[src/rtl/game_pkg.sv]
// Shared game definitions: round state encoding, BCD digit width and score
// saturation point, also imported by the record block.
package game_pkg;

    localparam int BCD_W          = 4;
    localparam int SCORE_SAT_TENS = 10;

    typedef enum logic [1:0] {
        S_IDLE = 2'd0,
        S_PLAY = 2'd1,
        S_DIE  = 2'd2,
        S_OVER = 2'd3
    } state_t;

endpackage

[src/rtl/score_keeper_if.sv]
// Game-event inputs and score-record outputs of the score keeper.
// master = game-event / display side, slave = score_keeper.
interface score_keeper_if;
    import game_pkg::*;

    logic             start;
    logic             add_point;
    logic             add_bonus;
    logic             collide;
    logic [BCD_W-1:0] score_0;
    logic [BCD_W-1:0] score_1;
    logic             slime_die;
    state_t           game_state;

    modport master (
        output start, add_point, add_bonus, collide,
        input  score_0, score_1, slime_die, game_state
    );

    modport slave (
        input  start, add_point, add_bonus, collide,
        output score_0, score_1, slime_die, game_state
    );
endinterface

[src/rtl/score_keeper_bcd_sat_add.sv]
// Two-digit BCD add of a 0..9 step with carry into the tens digit,
// saturating at MAX_TENS:0 (never wraps).
module bcd_sat_add
    import game_pkg::*;
#(
    parameter int MAX_TENS = SCORE_SAT_TENS
) (
    input  logic [BCD_W-1:0] ones_i,
    input  logic [BCD_W-1:0] tens_i,
    input  logic [BCD_W-1:0] step_i,
    output logic [BCD_W-1:0] ones_o,
    output logic [BCD_W-1:0] tens_o
);
    localparam logic [BCD_W-1:0] MAX_T = BCD_W'(MAX_TENS);

    logic [BCD_W:0]   sum;
    logic [BCD_W-1:0] ones_c;
    logic [BCD_W-1:0] tens_c;
    logic             sat;

    always_comb begin
        sum = {1'b0, ones_i} + {1'b0, step_i};
        if (sum >= (BCD_W+1)'(10)) begin
            ones_c = BCD_W'(sum - (BCD_W+1)'(10));
            tens_c = tens_i + BCD_W'(1);
        end else begin
            ones_c = sum[BCD_W-1:0];
            tens_c = tens_i;
        end
        // Anything at or beyond MAX_TENS:0 collapses onto exactly MAX_TENS:0.
        sat = (tens_i >= MAX_T) || (tens_c > MAX_T) ||
              ((tens_c == MAX_T) && (ones_c != '0));
        ones_o = sat ? '0    : ones_c;
        tens_o = sat ? MAX_T : tens_c;
    end
endmodule

[src/rtl/score_keeper.sv]
// Round state machine and live BCD score; strobes slime_die for the single
// S_DIE cycle so the record block can latch the final score.
module score_keeper
    import game_pkg::*;
#(
    parameter int BONUS_STEP = 5,
    parameter int MAX_TENS   = SCORE_SAT_TENS
) (
    input  logic               clk,
    input  logic               rst,
    score_keeper_if.slave      bus
);
    localparam logic [BCD_W-1:0] BONUS_W = BCD_W'(BONUS_STEP);

    state_t           state_q, state_d;
    logic [BCD_W-1:0] score0_q, score0_d;
    logic [BCD_W-1:0] score1_q, score1_d;
    logic             slime_die_q, slime_die_d;
    logic [BCD_W-1:0] step;
    logic [BCD_W-1:0] add_ones;
    logic [BCD_W-1:0] add_tens;

    assign step = (bus.add_point ? BCD_W'(1) : '0) + (bus.add_bonus ? BONUS_W : '0);

    bcd_sat_add #(.MAX_TENS(MAX_TENS)) u_add (
        .ones_i (score0_q),
        .tens_i (score1_q),
        .step_i (step),
        .ones_o (add_ones),
        .tens_o (add_tens)
    );

    always_comb begin
        state_d  = state_q;
        score0_d = score0_q;
        score1_d = score1_q;
        case (state_q)
            S_IDLE, S_OVER: begin
                if (bus.start) begin
                    state_d  = S_PLAY;
                    score0_d = '0;
                    score1_d = '0;
                end
            end
            S_PLAY: begin
                // Collision wins: points arriving with it are dropped.
                if (bus.collide) begin
                    state_d = S_DIE;
                end else begin
                    score0_d = add_ones;
                    score1_d = add_tens;
                end
            end
            S_DIE:   state_d = S_OVER;
            default: state_d = S_IDLE;
        endcase
        slime_die_d = (state_d == S_DIE);
    end

    always_ff @(posedge clk or posedge rst) begin
        if (rst) begin
            state_q     <= S_IDLE;
            score0_q    <= '0;
            score1_q    <= '0;
            slime_die_q <= 1'b0;
        end else begin
            state_q     <= state_d;
            score0_q    <= score0_d;
            score1_q    <= score1_d;
            slime_die_q <= slime_die_d;
        end
    end

    assign bus.score_0    = score0_q;
    assign bus.score_1    = score1_q;
    assign bus.slime_die  = slime_die_q;
    assign bus.game_state = state_q;
endmodule

[src/flat_wrapper.sv]
// flat-port wrapper written by rule: the top's interface ports become plain ports
module score_keeper_flat import game_pkg::*;
#(
    parameter int BONUS_STEP = 5,
    parameter int MAX_TENS   = SCORE_SAT_TENS
)
  (clk, rst, bus_start, bus_add_point, bus_add_bonus, bus_collide, bus_score_0, bus_score_1, bus_slime_die, bus_game_state);
  score_keeper_if bus_i ();
  input  logic clk;
  input  logic rst;
  input wire logic [$bits(bus_i.start)-1:0] bus_start;
  input wire logic [$bits(bus_i.add_point)-1:0] bus_add_point;
  input wire logic [$bits(bus_i.add_bonus)-1:0] bus_add_bonus;
  input wire logic [$bits(bus_i.collide)-1:0] bus_collide;
  output wire logic [$bits(bus_i.score_0)-1:0] bus_score_0;
  output wire logic [$bits(bus_i.score_1)-1:0] bus_score_1;
  output wire logic [$bits(bus_i.slime_die)-1:0] bus_slime_die;
  output wire logic [$bits(bus_i.game_state)-1:0] bus_game_state;
  assign bus_i.start = bus_start;
  assign bus_i.add_point = bus_add_point;
  assign bus_i.add_bonus = bus_add_bonus;
  assign bus_i.collide = bus_collide;
  assign bus_score_0 = bus_i.score_0;
  assign bus_score_1 = bus_i.score_1;
  assign bus_slime_die = bus_i.slime_die;
  assign bus_game_state = bus_i.game_state;
  score_keeper #(.BONUS_STEP(BONUS_STEP), .MAX_TENS(MAX_TENS)) u_core (.clk(clk), .rst(rst), .bus(bus_i));
endmodule
[config.mk]
export PLATFORM = sky130hd
export DESIGN_NAME = score_keeper_flat
export DESIGN_NICKNAME = d
export VERILOG_FILES = /design/src/rtl/game_pkg.sv /design/src/rtl/score_keeper_if.sv /design/src/rtl/score_keeper_bcd_sat_add.sv /design/src/rtl/score_keeper.sv /design/src/flat_wrapper.sv
export SDC_FILE = /design/constraint.sdc
export NUM_CORES = 1
export LEC_CHECK = 0
export CAP_MARGIN = 20
export CORE_MARGIN = 2
export CORE_UTILIZATION = 48
export DETAILED_ROUTE_END_ITERATION = 10
export MAX_ROUTING_LAYER = met4
export PLACE_DENSITY = 0.83
export SLEW_MARGIN = 10
export SYNTH_ARGS = -nofsm -noshare
export SYNTH_HDL_FRONTEND = slang
export SYNTH_SLANG_ARGS = --single-unit
[constraint.sdc]
create_clock -name clk -period 3.1 [get_ports clk]
set_clock_uncertainty 0.05 [all_clocks]
set_input_delay 0.62 -clock clk [delete_from_list [all_inputs] [get_ports clk]]
set_output_delay 0.62 -clock clk [all_outputs]
set_load 0.005 [all_outputs]
==> results of run 1 <==
-- final cells by class --
class                           instances  share of cell area [%]
Clock buffer                            3                    1.46
Sequential cell                        11                    17.8
Timing Repair Buffer                   42                    23.9
Clock inverter                          1                   0.324
Inverter                                9                    2.19
Multi-Input combinational cell         92                    52.1
Tap cell                               27                    2.19
-- cells in the final DEF (no fill, tap or decap), drive strengths merged, types with 5 or more instances in the layout --
cell / count
nor3: 7
buf: 28
clkdlybuf4s50: 14
a21oi: 8
nor2b: 5
nand3: 5
nor2: 5
nand2: 13
inv: 9
ha: 9
dfrtp: 11
o21ai: 10
-- what timing repair did --
item	4_1_cts	5_1_grt
resized for setup	14	11
gates cloned	0	0
setup endpoints to repair	8	6
pin swaps	10	12
buffers inserted	7	1
endpoints found under the hold margin	0	0
-- through the flow --
stage	hold WS [ns]	utilization [%]	TNS, ns
2_1_floorplan	0.422	-	-0.0194
3_3_place_gp	0.467	69.4	-4.33
3_5_place_dp	0.482	69.4	-4.88
4_1_cts	0.498	75.5	0
5_1_grt	0.560	77.8	-0.0681
6_report	0.488	77.8	0
-- tightest hold or removal path, stage by stage (launching register included) --
cell and delay [ns]:
sky130_fd_sc_hd__dfrtp_1 0.38, sky130_fd_sc_hd__nand2_1 0.06, sky130_fd_sc_hd__o21ai_1 0.06
-- flip-flops by register name, indices dropped and copies added (netlist names) --
signal and count:
u_core.bus.score_0 4, u_core.bus.slime_die 1, u_core.bus.game_state 2, u_core.bus.score_1 4
-- logic make-up after synthesis --
family / after synthesis / synth area share [%]
AND/OR/NAND/NOR: 41 / 20.6
adder cells (fa/ha/maj): 10 / 13.1
XOR/XNOR: 2 / 2.47
flip-flops: 11 / 27.2
buffers and inverters: 11 / 4.81
multiplexers: 2 / 2.10
AO/OA/AOI/OAI: 37 / 29.8
-- layer usage --
metal | vias up | part of all wire [%] | global-route usage [%]
li1 | 512 | - | -
met1 | 526 | 41 | 27.5
met2 | 36 | 52 | 45.3
met3 | 10 | 3.6 | 3.94
met4 | 0 | 3.3 | 13.9
met5 | - | 0 | -
-- power groups by stage --
stage	Clock, mW	Combinational (mW)	Sequential, mW
2_1_floorplan	0	0.508	0.226
3_3_place_gp	0	0.765	0.237
3_5_place_dp	0	0.793	0.238
4_1_cts	0.105	0.912	0.237
5_1_grt	0.111	1.05	0.244
6_report	0.103	0.961	0.236
-- synthesized netlist by cell type (3+ instances only) --
master / n / area, um2
sky130_fd_sc_hd__a211oi_1: 3 / 22.5
sky130_fd_sc_hd__a21oi_1: 7 / 35.0
sky130_fd_sc_hd__dfrtp_1: 11 / 275
sky130_fd_sc_hd__ha_1: 9 / 113
sky130_fd_sc_hd__inv_1: 8 / 30.0
sky130_fd_sc_hd__nand2_1: 13 / 48.8
sky130_fd_sc_hd__nand3_1: 5 / 25.0
sky130_fd_sc_hd__nor2_1: 5 / 18.8
sky130_fd_sc_hd__nor2b_1: 5 / 31.3
sky130_fd_sc_hd__nor3_1: 6 / 30.0
sky130_fd_sc_hd__o21ai_0: 3 / 15.0
sky130_fd_sc_hd__o21ai_1: 5 / 25.0
-- final timing paths --
check,from,end,slack [ns],depth (start not counted)
min reg2reg,u_core.bus.score_0[2]$_DFFE_PP0P_,u_core.bus.score_0[2]$_DFFE_PP0P_,0.49,2
min,u_core.bus.score_0[2]$_DFFE_PP0P_,u_core.bus.score_0[2]$_DFFE_PP0P_,0.49,2
min in group asynchronous,rst,u_core.bus.score_0[3]$_DFFE_PP0P_,0.57,2
max reg2reg,u_core.bus.score_0[0]$_DFFE_PP0P_,u_core.bus.score_1[2]$_DFFE_PP0P_,0.26,13
max in group asynchronous,rst,u_core.bus.score_1[0]$_DFFE_PP0P_,2.14,2
max,bus_add_point,u_core.bus.score_1[2]$_DFFE_PP0P_,0.05,15
==> out/results.env, run 1 <==
POWER_LEAKAGE_nW=0.653
ARRIVAL_TIME_AT_THE_WORST_ENDPOINT_NS=3.16
CRITPATHSLOWESTCELL='sky130_fd_sc_hd__fa_2'
DESIGN_POWER_TOTAL_mW=1.30
CRIT_FANOUT=4
MAX_FREQ_GHz=0.328
HTREE_NUM_LEVELS=1
YS_WARN_COUNT=0
GRT_PASS1_VIAS=1083
ROWS=16
POST-ROUTE-PERIOD-UTIL_PCT=98.3
CRITICAL-PATH-TOP-DELAY-FAMILY='adder cells'
ENDPOINT_KIND='flop'
SUM_OF_NET_HALF_PERIMETERS_AFTER_DETAILED_PLACEMENT_UM=1980
CLOCK_INSERTION_DELAY_WORST_SKEW_NS=0.28
GLOBALROUTEOVERFLOWTOTAL=0
MIN-DELAY-PATH-CLASS='reg -> reg'
INST_COUNT_DP=173
TIMING_WORST_SETUP_PATH_TYPE='in -> reg'
INITIAL_CORE_UTIL_PCT=51.1
SYNTH_ENABLE_FLOP_CELLS=0
PRECTSSETUPSLACK_NS=-0.688
GLOBALPLACE.CONGESTION=0.998
MULTI_INPUT_AREA_UM2=803
CRITICAL_PATH.N_BUFFERS_INVERTERS=4
DIE_W_UM=50.0
YS_FF_LATCH=11
SYNTHCELLS=114
NUM_ANTENNA_CELLS=0
DIEHEIGHT_UM=50.0
CTS-BUFFERS-INSERTED=3
ROUTED_WL_UM=2750
IOS=17
POWER.NET_SWITCHING_uW=568
INTERNAL-POWER_uW=731
ANTENNA_LEFT=0
SYNTH_CELL_TYPE_COUNT=44
SEQ_AREA_UM2=275
CLOCK_PATH_BUFFERS=2
ROUTE.DETAILED.DRC=0
DESIGN.CORE.AREA_UM2=1980
POWER.SHARE.COMBINATIONAL_PCT=73.9
FIN_CRIT_NS=3.05
POSTCTSHOLDBUFS=0
CLOCK_POWER_SHARE_PCT=7.9
CLOCK_INPUT_TRANSITION_AT_THE_SEQUENTIAL_CELLS_OF_THE_WORST_SETUP_AND_HOLD_PATHS_NS=0.08
FLOORPLAN.DIE_AREA_UM2=2500
CRITICAL-PATH-MAX-STAGE-DELAY_NS=0.40
YOSYSSEQAREASHARE_PCT=27.2
RUN_STATUS='completed'
MAXIMUM_VDD_DROP_uV=586
BUFFER_PORTS.INSERTED=16
DR_TOTAL_VIAS=1084
POSTSYNTHNETCOUNT=130
POWER.DENSITY_nW_PER_UM2=842
REPORT.FINAL.SLEW_VIOL_COUNT=0
AVGVIACOUNTPERCELL=5.86
GRT_ANTENNA_BEFORE_REPAIR=0
RSZ0062_AT_GRT='true'
FINAL-INSTANCE-COUNT-EXCL-FILL=185
SEQPWRFRAC_PCT=18.2
CLKSINKCOUNT=11
CTS_TREE='built'
TIMING_WORST_SLEW_PIN_VALUE_NS=0.516
WL_PER_CELL_UM=14.8
CRITICAL_PATH.CELL_CHAIN='buf_6, ha_4, ha_4, fa_2, xor2_4, inv_2, ha_4, o31ai_4, buf_4, a21boi_4, buf_6, nor3_2, o211a_4, o2111ai_2, nand3_1'
GRT_MAX_DEGREE=12
CLOCK-ROOT-BUFFER='sky130_fd_sc_hd__clkbuf_4'
FINAL-HOLD-VIOLATION-COUNT=0
NETLIST_AREA_UM2=1010
DESIGN.FINAL.NETS=175
DRT-PASS1-ITER-COUNT=4
WORST_SETUP_PATH_START_KIND='input pin'
FINALSETUPVIOLATIONS=0
GRT_FIRST_PASS_WIRELENGTH_UM=4720
POST_SYNTH.CELL_AREA_AVG_UM2=8.89
AREA_GROWTH_SYN_TO_LAYOUT_PCT=52.2
SWITCHING_SHARE_OF_POWER_PCT=43.7
SYNTH-MAIN-FF-CELL='sky130_fd_sc_hd__dfrtp_1'
LAYOUT-DRIVE-GT1-SHARE_PCT=35.4
PLACED_CELL_AREA_UM2=1380
CRITPATHMOSTFREQUENTCELL='sky130_fd_sc_hd__ha_4'
GLOBALROUTETOTALUTIL_PCT=25.7
NFILLCELLS=124
TIMING.FINAL.WS_SETUP_NS=0.0527
DRV_CAP=0
FIN_AREA_UM2=1540
DRT_FIRST_ITER_VIOLATIONS=35
MAX_SLEW_MARGIN_PCT=65.4
CRITICAL_PATH_REQUIRED_NS=3.21
POSTSYNTH.ASYNCRESETSHARE_PCT=100
Note: power is estimated with default switching activity, not from simulation.
==> inputs of run 2 (changes only) <==
ABC_AREA = 1   (was default)
==> run 2 against run 1 <==
Net effect:
- first-iteration DRC count down 74%
- setup slack better by 0.036 ns
- critical endpoint is now u_core.bus.score_0[0]$_DFFE_PP0P_
- largest cell class unchanged
- register-to-register slack better by 0.29 ns
- hold slack worse by 0.0014 ns
- fmax up 1.2%
- clock power down 10%
==> out/results.env, run 2 <==
RUN_STATUS='completed'
SETUP_SLACK_OF_THE_MOST_CRITICAL_REG_TO_REG_PATH_NS=0.55
CTS_TREE='built'
CRITICAL-PATH-TOP-DELAY-FAMILY='simple AND/OR/NAND/NOR gates'
NETLIST_AREA_UM2=1000
CLOCK_PATH_BUFFERS=2
SYNTH_CELL_TYPE_COUNT=23
GLOBALROUTETOTALUTIL_PCT=22.9
FINAL-HOLD-VIOLATION-COUNT=0
PLACED_CELL_AREA_UM2=1310
TIMING.HOLD.WS_NS=0.487
BUFFER_PORTS.INSERTED=16
DRT-PASS1-ITER-COUNT=4
CRIT_FANOUT=6
MAX_SLEW_MARGIN_PCT=57.7
MAX_FREQ_GHz=0.332
GRT_PASS1_VIAS=1054
CRITICAL_PATH.N_BUFFERS_INVERTERS=2
CRITICAL_PATH.CELL_CHAIN='dlygate4sd2_1, ha_1, ha_2, fa_2, nand2_2, nand2_2, inv_1, ha_2, nand2_2, nand3_2, nand2_2, nand2_1, nand2_1, nor2_1, nand3b_1, nand2_2, nand3_4, o21ai_2'
AVGVIACOUNTPERCELL=5.09
CLOCK-ROOT-BUFFER='sky130_fd_sc_hd__clkbuf_4'
HOLD_PATH.STARTPOINT='u_core.bus.score_0[2]$_DFFE_PP0P_'
POSTSYNTH.ASYNCRESETSHARE_PCT=100
LAYOUT-DRIVE-GT1-SHARE_PCT=28.6
CRITICAL-PATH-MAX-STAGE-DELAY_NS=0.37
ROUTE.DETAILED.DRC=0
POST-ROUTE-PERIOD-UTIL_PCT=97.2
WHS_ENDPOINT='u_core.bus.score_0[2]$_DFFE_PP0P_'
DRT_FIRST_ITER_VIOLATIONS=9
MOSTFREQUENTLAYOUTCELL='sky130_fd_sc_hd__nand2_1'
YS_WARN_COUNT=0
NETLIST.TOP_CELL.BY_AREA='sky130_fd_sc_hd__dfrtp_1'
SYNTH-MAIN-FF-CELL='sky130_fd_sc_hd__dfrtp_1'
IOS=17
POST_SYNTH.CELL_AREA_AVG_UM2=7.13
FLOORPLAN.DIE_AREA_UM2=2480
GLOBALROUTEOVERFLOWTOTAL=0
ARRIVAL_TIME_AT_THE_WORST_ENDPOINT_NS=3.15
HTREE_NUM_LEVELS=1
ROWS=16
MIN-DELAY-PATH-CLASS='reg -> reg'
CLKSINKCOUNT=11
DIE_W_UM=49.8
GLOBALPLACE.CONGESTION=0.842
ANTENNA_LEFT=0
NUM_ANTENNA_CELLS=0
TIMING.FINAL.WS_SETUP_NS=0.0883
GRT_MAX_DEGREE=12
CTS-BUFFERS-INSERTED=3
REPORT.FINAL.SLEW_VIOL_COUNT=0
SYNTH_TOP_CELLS_BY_AREA='sky130_fd_sc_hd__dfrtp_1 27%, sky130_fd_sc_hd__nand2_1 15%, sky130_fd_sc_hd__ha_1 11%, sky130_fd_sc_hd__inv_1 7.5%, sky130_fd_sc_hd__nand3_1 7.0%'
GRT_FIRST_PASS_WIRELENGTH_UM=4320
AREA_GROWTH_SYN_TO_LAYOUT_PCT=39.9
SYNTHCELLS=141
ROUTED_WL_UM=2500
SYNTH_ENABLE_FLOP_CELLS=0
FIN_CRIT_NS=3.01
YOSYSSEQAREASHARE_PCT=27.4
FIN_AREA_UM2=1410
CRITICAL_PATH_REQUIRED_NS=3.24
DRV_CAP=0
POWER_LEAKAGE_nW=0.704
POSTCTSHOLDBUFS=0
TIMING_WORST_SLEW_PIN_VALUE_NS=0.632
CLOCK_INPUT_TRANSITION_AT_THE_SEQUENTIAL_CELLS_OF_THE_WORST_SETUP_AND_HOLD_PATHS_NS=0.06
YS_FF_LATCH=11
LIBRARY_CELL_WITH_THE_HIGHEST_INSTANCE_COUNT_AFTER_SYNTHESIS='sky130_fd_sc_hd__nand2_1'
MOSTFREQUENTLAYOUTCELLS='35 x sky130_fd_sc_hd__nand2_1, 19 x sky130_fd_sc_hd__buf_4, 18 x sky130_fd_sc_hd__inv_1, 14 x sky130_fd_sc_hd__nand3_1, 14 x sky130_fd_sc_hd__clkdlybuf4s50_1'
DR_TOTAL_VIAS=1064
POSTSYNTHNETCOUNT=157
FINALSETUPVIOLATIONS=0
NFILLCELLS=182
WORSTREG2REGSTART='u_core.bus.score_0[0]$_DFFE_PP0P_'
RSZ0062_AT_GRT='true'
FF2FF_PATH_DEPTH=16
WORST_SETUP_PATH_START_KIND='input pin'
MAXIMUM_VDD_DROP_uV=562
SUM_OF_NET_HALF_PERIMETERS_AFTER_DETAILED_PLACEMENT_UM=1960
SYNTH_TOP_CELL_AREA_SHARE_PCT=27.4
DESIGN.FINAL.NETS=199
WORST_HOLD_PATH.NUM_CELLS=2
DESIGN.CORE.AREA_UM2=1960
NETLIST_TOP_CELLS_COUNT='40 x sky130_fd_sc_hd__nand2_1, 20 x sky130_fd_sc_hd__inv_1, 14 x sky130_fd_sc_hd__nand3_1'
WL_PER_CELL_UM=12.0
INITIAL_CORE_UTIL_PCT=51.2
GRT_ANTENNA_BEFORE_REPAIR=0
DIEHEIGHT_UM=49.8
TIMING_WORST_SETUP_PATH_TYPE='in -> reg'
CRITPATHSLOWESTCELL='sky130_fd_sc_hd__fa_2'
CRIT-REG2REG-CAPTURE='u_core.bus.score_0[0]$_DFFE_PP0P_'
ENDPOINT_KIND='flop'
CLOCK_INSERTION_DELAY_WORST_SKEW_NS=0.26
PRECTSSETUPSLACK_NS=-0.519
POWER.DENSITY_nW_PER_UM2=949
CRITPATHMOSTFREQUENTCELL='sky130_fd_sc_hd__nand2_2'
==> run 2: changes by cell type in the layout (fill, tap and decap cells not counted), moves of 4 or more <==
cell / delta
sky130_fd_sc_hd__buf_4: -4
sky130_fd_sc_hd__o21ai_0: +4
sky130_fd_sc_hd__inv_1: +11
sky130_fd_sc_hd__nand3_1: +9
sky130_fd_sc_hd__o21ai_1: -4
sky130_fd_sc_hd__buf_6: -5
sky130_fd_sc_hd__nand2_1: +22
sky130_fd_sc_hd__nor3_1: -5
sky130_fd_sc_hd__nand2_2: +11
sky130_fd_sc_hd__nor2b_1: -5
==> run 2: worst max-delay path by stage <==
stage | end | depth (start not counted) | start
2_1_floorplan | u_core.bus.score_0[0]$_DFFE_PP0P_ | 19 | bus_add_bonus
3_3_place_gp | u_core.bus.score_0[1]$_DFFE_PP0P_ | 18 | bus_add_bonus
3_5_place_dp | u_core.bus.score_0[0]$_DFFE_PP0P_ | 18 | bus_add_bonus
4_1_cts | u_core.bus.score_0[0]$_DFFE_PP0P_ | 18 | bus_add_point
5_1_grt | u_core.bus.score_0[0]$_DFFE_PP0P_ | 18 | bus_add_point
6_report | u_core.bus.score_0[0]$_DFFE_PP0P_ | 18 | bus_add_point
==> run 2: what timing repair did <==
action                     CTS  global route
gates resized for setup      7             7
setup buffers                0             4
setup endpoints to repair    7             7
cloned                       2             0
pin swaps                    6            12
==> run 2: area by class of cell <==
class / count / area [um2] / area share [%]
Multi-Input combinational cell: 110 / 686 / 48.8
Timing Repair Buffer: 35 / 302 / 21.5
Sequential cell: 11 / 275 / 19.6
Inverter: 22 / 82.6 / 5.88
Tap cell: 27 / 33.8 / 2.40
Clock buffer: 4 / 26.3 / 1.87
==> run 2: kinds of logic after synthesis <==
group / Yosys count / share of synthesized area (%)
compound gates: 20 / 13.0
xor+xnor: 2 / 1.74
fa+ha+maj: 10 / 13.2
buf+inv: 22 / 8.22
flops: 11 / 27.4
simple gates: 76 / 36.5
==> run 2: layer usage <==
metal / GRT usage, % / vias to the layer above / part of all wire, %
met4: 10.2 / 0 / 2.4
met2: 41.3 / 24 / 53
met5: - / - / 0
met1: 25.8 / 489 / 43
met3: 1.52 / 8 / 2.4
li1: - / 543 / -
==> run 2: worst min-delay path: stages (launching register included) <==
cell and delay [ns]:
sky130_fd_sc_hd__dfrtp_1 0.38, sky130_fd_sc_hd__nand2_1 0.07, sky130_fd_sc_hd__o21ai_2 0.05
==> run 2: metrics by stage <==
stage	total power [mW]	util [%]	TNS, ns	std cells
floorplan	0.799	-	0	141
global placement	1.11	66.8	-2.70	199
detailed placement	1.14	66.8	-3.52	199
CTS	1.27	69.4	0	205
global route	1.47	71.6	-0.425	209
finish	1.33	71.6	0	209
==> run 2: power by group <==
part	total (mW)	internal [mW]	switching [mW]
registers	0.264	0.195	0.0689
clock network	0.0923	0.0497	0.0426
logic	0.977	0.461	0.517
total	1.33	0.706	0.629
==> inputs of run 3 (changes only) <==
HOLD_SLACK_MARGIN = 0.15   (was default)
==> results of run 3 <==
No change in the layout: final DEF, timing and power equal those of run 2.
